--- config.mk ---
export PLATFORM = sky130hd
export DESIGN_NAME = fg_dac_spi_out
export DESIGN_NICKNAME = d
export VERILOG_FILES = /design/src/rtl/fg_pkg.sv /design/src/rtl/fg_out_scale.sv /design/src/rtl/fg_dac_spi_out.sv
export SDC_FILE = /design/constraint.sdc
export NUM_CORES = 1
export LEC_CHECK = 0
export BUFFER_PORTS_ARGS = -buffer_cell sky130_fd_sc_hd__buf_2
export CORE_MARGIN = 3
export CORE_UTILIZATION = 24
export CTS_BUF_LIST = sky130_fd_sc_hd__clkbuf_8
export CTS_CLUSTER_DIAMETER = 50
export DETAILED_ROUTE_END_ITERATION = 10
export GPL_ROUTABILITY_DRIVEN = 0
export PLACE_DENSITY = 0.47
export SETUP_SLACK_MARGIN = 0.15
export SYNTH_ARGS = -nofsm -noshare
export SYNTH_HDL_FRONTEND = slang
export SYNTH_SLANG_ARGS = --single-unit
--- constraint.sdc ---
create_clock -name clk_i -period 6.9 [get_ports clk_i]
set_input_delay 1.38 -clock clk_i [delete_from_list [all_inputs] [get_ports clk_i]]
set_output_delay 1.38 -clock clk_i [all_outputs]
set_load 0.05 [all_outputs]
--- src/rtl/fg_pkg.sv ---
// Shared definitions for the waveform generator output stage: FSM encoding,
// default DAC command prefix and SPI idle levels.
package fg_pkg;

    typedef enum logic [1:0] {
        ST_IDLE  = 2'd0,
        ST_SETUP = 2'd1,
        ST_SHIFT = 2'd2,
        ST_HOLD  = 2'd3
    } state_t;

    localparam logic [3:0] DEFAULT_DAC_CMD = 4'b0011;

    localparam logic SCLK_IDLE = 1'b0;
    localparam logic CS_IDLE   = 1'b1;

endpackage

--- src/rtl/fg_out_scale.sv ---
// Combinational offset add, clamp to the unsigned DAC range and truncation
// to the DAC code width.
module fg_out_scale #(
    parameter int WAVEFORM_BITWIDTH = 16,
    parameter int DAC_BITWIDTH      = 12
) (
    input  logic signed [WAVEFORM_BITWIDTH:0] i_sample,
    input  logic signed [WAVEFORM_BITWIDTH:0] i_offset,
    output logic [DAC_BITWIDTH-1:0]           o_code
);

    localparam int W = WAVEFORM_BITWIDTH;

    logic signed [W+1:0] w_sum;
    logic [W-1:0]        w_clamped;

    assign w_sum = {i_sample[W], i_sample} + {i_offset[W], i_offset};

    // Bit W+1 is the sign; with both operands in range a non-negative sum
    // can only exceed 2^W-1 by setting bit W.
    always_comb begin
        if (w_sum[W+1]) begin
            w_clamped = '0;
        end else if (w_sum[W]) begin
            w_clamped = '1;
        end else begin
            w_clamped = w_sum[W-1:0];
        end
    end

    assign o_code = w_clamped[W-1 -: DAC_BITWIDTH];

    generate
        if (DAC_BITWIDTH < WAVEFORM_BITWIDTH) begin : g_drop_lsbs
            logic w_unused_lsbs;
            assign w_unused_lsbs = ^w_clamped[W-DAC_BITWIDTH-1:0];
        end
    endgenerate

endmodule

--- src/rtl/fg_dac_spi_out.sv ---
// Converts waveform samples to DAC codes and shifts {cmd, code} frames out to
// an SPI DAC (mode 0, MSB first) with a one-deep pending sample register.
module fg_dac_spi_out
    import fg_pkg::*;
#(
    parameter int                  WAVEFORM_BITWIDTH = 16,
    parameter int                  DAC_BITWIDTH      = 12,
    parameter int                  CMD_BITS          = 4,
    parameter logic [CMD_BITS-1:0] DAC_CMD           = CMD_BITS'(DEFAULT_DAC_CMD),
    parameter int                  SCLK_DIV          = 2
) (
    input  logic                           clk_i,
    input  logic                           rstn_i,
    input  logic                           enable_i,
    input  logic                           sample_valid_i,
    input  logic signed [WAVEFORM_BITWIDTH:0] sample_i,
    input  logic signed [WAVEFORM_BITWIDTH:0] offset_i,
    output logic                           sclk_o,
    output logic                           mosi_o,
    output logic                           cs_n_o,
    output logic                           busy_o,
    output logic                           overrun_o
);

    localparam int N     = CMD_BITS + DAC_BITWIDTH;
    localparam int CNT_W = (SCLK_DIV > 1) ? $clog2(SCLK_DIV) : 1;
    localparam int BIT_W = (N > 1) ? $clog2(N) : 1;

    state_t             r_state, w_state_nxt;
    logic [CNT_W-1:0]   r_div_cnt, w_div_cnt_nxt;
    logic [BIT_W-1:0]   r_bit_cnt, w_bit_cnt_nxt;
    logic [N-1:0]       r_shift, w_shift_nxt;
    logic               r_sclk, w_sclk_nxt;
    logic               r_cs_n, w_cs_n_nxt;
    logic               r_pend_valid, w_pend_valid_nxt;
    logic [N-1:0]       r_pend_frame, w_pend_frame_nxt;
    logic               r_overrun, w_overrun_nxt;

    logic [DAC_BITWIDTH-1:0] w_code;
    logic [N-1:0]            w_frame;
    logic                    w_div_done;
    logic                    w_take;
    logic                    w_hold_end;

    fg_out_scale #(
        .WAVEFORM_BITWIDTH (WAVEFORM_BITWIDTH),
        .DAC_BITWIDTH      (DAC_BITWIDTH)
    ) u_scale (
        .i_sample (sample_i),
        .i_offset (offset_i),
        .o_code   (w_code)
    );

    assign w_frame    = {DAC_CMD, w_code};
    assign w_div_done = (r_div_cnt == CNT_W'(SCLK_DIV - 1));
    assign w_take     = sample_valid_i && enable_i;
    assign w_hold_end = (r_state == ST_HOLD) && w_div_done;

    always_comb begin
        // NOTE: every next value gets a default first so no path through this
        // block leaves a signal unassigned and infers a latch.
        w_state_nxt      = r_state;
        w_div_cnt_nxt    = w_div_done ? '0 : r_div_cnt + 1'b1;
        w_bit_cnt_nxt    = r_bit_cnt;
        w_shift_nxt      = r_shift;
        w_sclk_nxt       = r_sclk;
        w_cs_n_nxt       = r_cs_n;
        w_pend_valid_nxt = enable_i ? r_pend_valid : 1'b0;
        w_pend_frame_nxt = r_pend_frame;
        w_overrun_nxt    = 1'b0;

        case (r_state)
            ST_IDLE: begin
                w_div_cnt_nxt = '0;
                if (w_take) begin
                    w_state_nxt = ST_SETUP;
                    w_shift_nxt = w_frame;
                    w_cs_n_nxt  = 1'b0;
                end
            end
            ST_SETUP: begin
                if (w_div_done) begin
                    w_state_nxt   = ST_SHIFT;
                    w_sclk_nxt    = 1'b1;
                    w_bit_cnt_nxt = '0;
                end
            end
            ST_SHIFT: begin
                if (w_div_done) begin
                    if (r_sclk) begin
                        w_sclk_nxt  = 1'b0;
                        w_shift_nxt = {r_shift[N-2:0], 1'b0};
                    end else if (r_bit_cnt == BIT_W'(N - 1)) begin
                        w_state_nxt = ST_HOLD;
                        w_cs_n_nxt  = 1'b1;
                    end else begin
                        w_sclk_nxt    = 1'b1;
                        w_bit_cnt_nxt = r_bit_cnt + 1'b1;
                    end
                end
            end
            ST_HOLD: begin
                if (w_div_done) begin
                    if (w_take) begin
                        // A strobe on the last HOLD cycle beats the pending sample.
                        w_state_nxt      = ST_SETUP;
                        w_shift_nxt      = w_frame;
                        w_cs_n_nxt       = 1'b0;
                        w_overrun_nxt    = r_pend_valid;
                        w_pend_valid_nxt = 1'b0;
                    end else if (r_pend_valid && enable_i) begin
                        w_state_nxt      = ST_SETUP;
                        w_shift_nxt      = r_pend_frame;
                        w_cs_n_nxt       = 1'b0;
                        w_pend_valid_nxt = 1'b0;
                    end else begin
                        w_state_nxt = ST_IDLE;
                    end
                end
            end
            default: begin
                w_state_nxt = ST_IDLE;
            end
        endcase

        if ((r_state != ST_IDLE) && w_take && !w_hold_end) begin
            w_pend_frame_nxt = w_frame;
            w_pend_valid_nxt = 1'b1;
            w_overrun_nxt    = r_pend_valid;
        end
    end

    // NOTE: sequential state uses non-blocking assignments so every flop
    // samples the values from before this edge.
    always_ff @(posedge clk_i or negedge rstn_i) begin
        if (!rstn_i) begin
            r_state      <= ST_IDLE;
            r_div_cnt    <= '0;
            r_bit_cnt    <= '0;
            r_shift      <= '0;
            r_sclk       <= SCLK_IDLE;
            r_cs_n       <= CS_IDLE;
            r_pend_valid <= 1'b0;
            r_pend_frame <= '0;
            r_overrun    <= 1'b0;
        end else begin
            r_state      <= w_state_nxt;
            r_div_cnt    <= w_div_cnt_nxt;
            r_bit_cnt    <= w_bit_cnt_nxt;
            r_shift      <= w_shift_nxt;
            r_sclk       <= w_sclk_nxt;
            r_cs_n       <= w_cs_n_nxt;
            r_pend_valid <= w_pend_valid_nxt;
            r_pend_frame <= w_pend_frame_nxt;
            r_overrun    <= w_overrun_nxt;
        end
    end

    assign sclk_o    = r_sclk;
    assign mosi_o    = r_shift[N-1];
    assign cs_n_o    = r_cs_n;
    assign busy_o    = (r_state != ST_IDLE);
    assign overrun_o = r_overrun;

endmodule
======== Yosys cells after proc, flatten, opt, wreduce, memory -nomap -nowiden ========
Cells that the tools add are included.
storage, ports and cells
  bits in registers ....................... 40
  bits in latches ......................... 0
  memory bits (writable) .................. 0
  memory bits (read-only) ................. 0
  input bits .............................. 38
  output and inout port bits .............. 5
  word-level logic and storage cells ...... 88
  memories ................................ 0
cells by class
  add/subtract/negate cells ............... 3
  $mul .................................... 0
  divide/modulo/power cells ............... 0
  magnitude comparators ................... 0
  eq/ne operators ......................... 13
  shift-type cells ........................ 0
  mux-type cells .......................... 48
  bitwise gates (word level) .............. 0
  reductions and logical operators ........ 15
operators with widths
  kind                 count
  $mux 16              8
  $pmux 16 s3          1
  $mux 1               25
  $add 17x17->18       1
  $mux 4               4
  $ne 2x2->1 const B   8
  $mux 2               6
  $reduce_and 6->1     2
  $pmux 2 s4           1
  $pmux 4 s2           1
  $reduce_and 7->1     1
  $logic_and 1x1->1    5
  $reduce_and 5->1     1
  $add 4x1->4 const B  1
  $eq 2x2->1 const B   2
  $eq 4x4->1 const B   1
  $reduce_bool 2->1    2
  $ne 3x2->1 const B   1
  $pmux 1 s3           1
  $reduce_and 3->1     1
  $reduce_bool 3->1    1
  $eq 2x1->1 const B   1
  $logic_not 2->1      1
  $pmux 1 s2           1
  other kinds (2)      2

======== Longest topological paths before layout ========
  depth after elaboration ................. 6
  gate-level depth with buffers ........... 10
  mapped depth without buffers ............ 8

======== Hierarchy ========
From an unflattened synthesis, not the netlist that was laid out.
second synthesis, totals
  cell total of the unflattened synthesis .. 309
  area, all modules ....................... 3069.2 um^2
by module, submodules not included
  module          instances  cells an instance  area an instance (um^2)  sequential area each (um^2)
  fg_dac_spi_out  1          188                2138.3                   1002.2
  fg_out_scale    1          121                930.9                    0.0

======== Worst setup path before layout ========
OpenSTA, ideal clock, no wires.
  kind .................................... input port to flip-flop
  start ................................... input sample_i[13]
  end ..................................... register r_shift[5]
  library setup time ...................... 0.130 ns
  data arrival time ....................... 3.133 ns
  data required time ...................... 6.770 ns
  path slack .............................. 3.637 ns
  stages on the path ...................... 7
  buffers on the path ..................... 1
  cells stage by stage .................... ha_1 -> a21oi_1 -> o21ai_1 -> or4_4 -> buf_6 -> a32oi_1 -> o31ai_2
between the ends
  cells in the longest elaborated chain, start to end .. 6
RTL lines
  what                  RTL line               source
  start, declared       fg_dac_spi_out.sv:16   input logic signed [WAVEFORM_BITWIDTH:0] sample_i,
  $add 17x17->18 (*)    fg_out_scale.sv:17     assign w_sum = {i_sample[W], i_sample} + {i_offset[W], i_offset};
  $mux 16               fg_out_scale.sv:24     end else if (w_sum[W]) begin
  $mux 16 (*)           fg_out_scale.sv:22     if (w_sum[W+1]) begin
  $mux 16               fg_dac_spi_out.sv:104  if (w_take) begin
  $mux 16               fg_dac_spi_out.sv:103  if (w_div_done) begin
  $pmux 16 s3 (*)       fg_dac_spi_out.sv:72   case (r_state)
  end signal, assigned  fg_dac_spi_out.sv:150  r_shift <= w_shift_nxt;
  end, declared         fg_dac_spi_out.sv:32   logic [N-1:0] r_shift, w_shift_nxt;
Mark *: on every way between the ends. The rest lies on a longest branch, timed or not. The select of a mux whose other input is x is not followed.
A chain may end at the register's enable or synchronous reset.

======== Worst setup path in the final report ========
  start ................................... input sample_i[13]
  end ..................................... register r_shift[8]
Same word-level chain as after synthesis.

==> reports/qor.csv <==
stage,metric,value,unit
cts,Clock Sinks,40,
global_routing,vias in the first global route,2725,
sta,fmax,0.2622,GHz
synthesis,top-area cell type share of the netlist area,31.45,%
worst_setup_path,Startpoint Class,primary input,
power,PwrDens,350.7,nW/um^2
power,Pwr Total,1.233,mW
worst_setup_path,worst path cell trace,"buf_2, ha_1, a21oi_1, o21ai_1, a21o_1, a21oi_1, a32oi_1, o31ai_2",
cts,TritonCTS clock tree,done,
place,Post-DP HPWL,5819,um
synthesis,Synth Area per Inst,8.619,um^2
worst_setup_path,CP required,7.10,ns
sta,worst slew pin tran,1.053,ns
routing,WL met3,302,um
routing,M1 WL,3947,um
global_routing,first-pass GRT wire length,13380,um
routing,met2 WL,3589,um
cts,"CTS clk-pin slew, worst paths",0.07,ns
sta,RSZ-0062 raised after global routing,false,
finish,ANT cells,0,
cts,post-CTS setup buffer count,0,
sta,final setup skew,0.004144,ns
worst_setup_path,CP Data Arrival Time,4.01,ns
routing,DRC Markers,0,
synthesis,"Seq/Total Area, Yosys",32.30,%
sta,setup TNS,0,ns
sta,Final Hold Fails,0,
finish,share of layout cells above drive strength 1,18.46,%
cts,hold_buf cts,0,
synthesis,number of synthesized register bits,40,
synthesis,Yosys warning total,0,
routing,Vias/cell,5.097,
floorplanning,Starting Density,25.20,%
flow_run,Max Cap Viol,0,
routing,WL per Instance,14.24,um
global_routing,gr ovfl total,0,
finish,fin util,28.56,%
cts,H-tree levels,2,
synthesis,Mapped Area,3103,um^2
power,peak supply drop,0.1150,mV
synthesis,"Primary FF master, synth",dfrtp_1,
synthesis,"EDFF count, synth",0,
routing,top layer in use,met4,
routing,Pre-antenna DRT Iters,4,
finish,"most common cell after layout, fill and taps aside",nand2_1,
floorplanning,full die area,14330,um^2
synthesis,Synth cell types,59,
power,cell leakage power,1.474,nW
place,port bufs,42,
worst_setup_path,"most used cell, CP",a21oi_1,
cts,post_cts resized,0,
synthesis,syn nets,419,
worst_setup_path,CP Class,in2reg,
worst_setup_path,CP top delay family,compound AO/OA/AOI/OAI gates,
floorplanning,I/O pin total,43,
synthesis,Async SR Flop Fraction,100.0,%
sta,Worst slew margin,29.82,%
routing,number of DRC markers in iteration 0,166,
finish,"Net count, final",448,
finish,FF+latch area,1002,um^2
floorplanning,die height,119.7,um
sta,final setup vio count,0,
worst_setup_path,slowest CP cell,a21oi_1,
routing,Final ANT Viol Nets,0,
floorplanning,Std-Cell Rows,40,
cts,clock latency on the worst-skew pair,0.29,ns
global_routing,gr usage total,11.07,%
synthesis,Mapped Cells,360,
run_status,status,"complete, no violations",
routing,"wirelength, routed",7945,um
sta,"Slew Viols, Final",0,
worst_setup_path,Critical Path Sink Type,flop,
global_routing,pin count of the biggest net entering global routing,41,
worst_setup_path,critical path's largest stage delay,0.83,ns
sta,final worst path period share,55.27,%
finish,Area Growth Syn to Fin,13.31,%
min_path,Tightest Hold Check Type,reg2reg,
worst_setup_path,CP Buf/Inv Count,1,
synthesis,synth top area cells,"dfrtp_1 31%, ha_1 8.5%, nand2_1 5.4%",
routing,via count,2844,
cts,Clock Tree Buf Depth,2,
worst_setup_path,Max Fanout on Critical Path,12,
synthesis,largest area contributor in the netlist,dfrtp_1,
finish,area occupied by multi-input gates,1947,um^2
floorplanning,Die X,119.7,um
cts,cts bufs inserted,5,
sta,Final min period,3.814,ns
floorplanning,Core Area,12310,um^2
finish,# fillers,1346,
finish,most frequent cells in the layout,"45 x nand2_1, 42 x buf_2, 39 x dfrtp_1",
cts,clock root buffer,clkbuf_8,
global_routing,initial antenna violation count,0,
==> cell families (layout without fill, tap and decap cells) <==
logic type,after synthesis,in the layout,synth area share (%)
buffers and inverters,34,64,4.960
adder cells (fa/ha/maj),21,21,8.468
multiplexers,4,4,1.371
AO/OA/AOI/OAI,144,144,35.04
XOR/XNOR,4,4,1.129
flip-flops,40,40,32.30
AND/OR/NAND/NOR,113,113,16.73
==> cell type report <==
class / instances / share of cell area [%]
inverter: 13 / 1.388
multi-input combinational: 286 / 55.37
sequential: 40 / 28.51
tap: 168 / 5.979
timing repair buffer: 43 / 6.192
clock inverter: 2 / 0.2135
clock buffer: 6 / 2.349
==> path summary, 6_finish.rpt <==
check / slack [ns] / depth (start not counted) / end / startpoint
min: 0.47 / 1 / r_pend_frame[12] / r_pend_frame[12]
min in group asynchronous: 1.22 / 1 / r_state[1] / rstn_i
max: 3.09 / 8 / r_shift[8] / sample_i[13]
max reg2reg: 3.62 / 9 / r_shift[0] / r_state[0]
max in group asynchronous: 5.10 / 1 / r_shift[7] / rstn_i
min reg2reg: 0.47 / 1 / r_pend_frame[12] / r_pend_frame[12]
==> power breakdown <==
| part | internal [mW] | switching [mW] |
|---|---|---|
| combinational | 0.254 | 0.413 |
| sequential | 0.335 | 0.0696 |
| clock | 0.0787 | 0.0825 |
| total | 0.668 | 0.565 |
==> metrics by stage <==
stage               hold slack (ns)  setup slack, ns  std cells  instance area (um^2)
floorplan                    0.4358            3.637        360                  3103
global placement             0.4499            2.831        550                  3426
detailed placement           0.4536            2.822        550                  3426
CTS                          0.4767            3.162        558                  3516
global route                 0.5150            2.927        558                  3516
finish                       0.4729            3.086        558                  3516
==> cell usage after synthesis (5+ instances only) <==
cell and number:
o21ai_1 8, ha_1 21, clkbuf_1 12, o21ai_0 28, nand3_1 12, inv_1 13, a31oi_1 12, nor3_1 6
nor2_1 27, o31ai_2 9, dfrtp_1 39, a22oi_1 15, o21a_1 7, nand2_1 45, a21oi_1 17, a21o_1 5
buf_2 6
==> state kept, by name, summed over array words and instances, names as in the netlist <==
name          flops
r_pend_valid      1
overrun_o         1
r_state           2
cs_n_o            1
r_bit_cnt         4
r_pend_frame     13
r_div_cnt         1
sclk_o            1
r_shift          16
==> layer usage <==
layer,up-vias,global-route usage (%)
met4,0,2.720
li1,1423,-
met5,-,0
met2,62,17.51
met3,11,1.744
met1,1348,15.79
No activity file was read; power rests on OpenSTA's default activity.
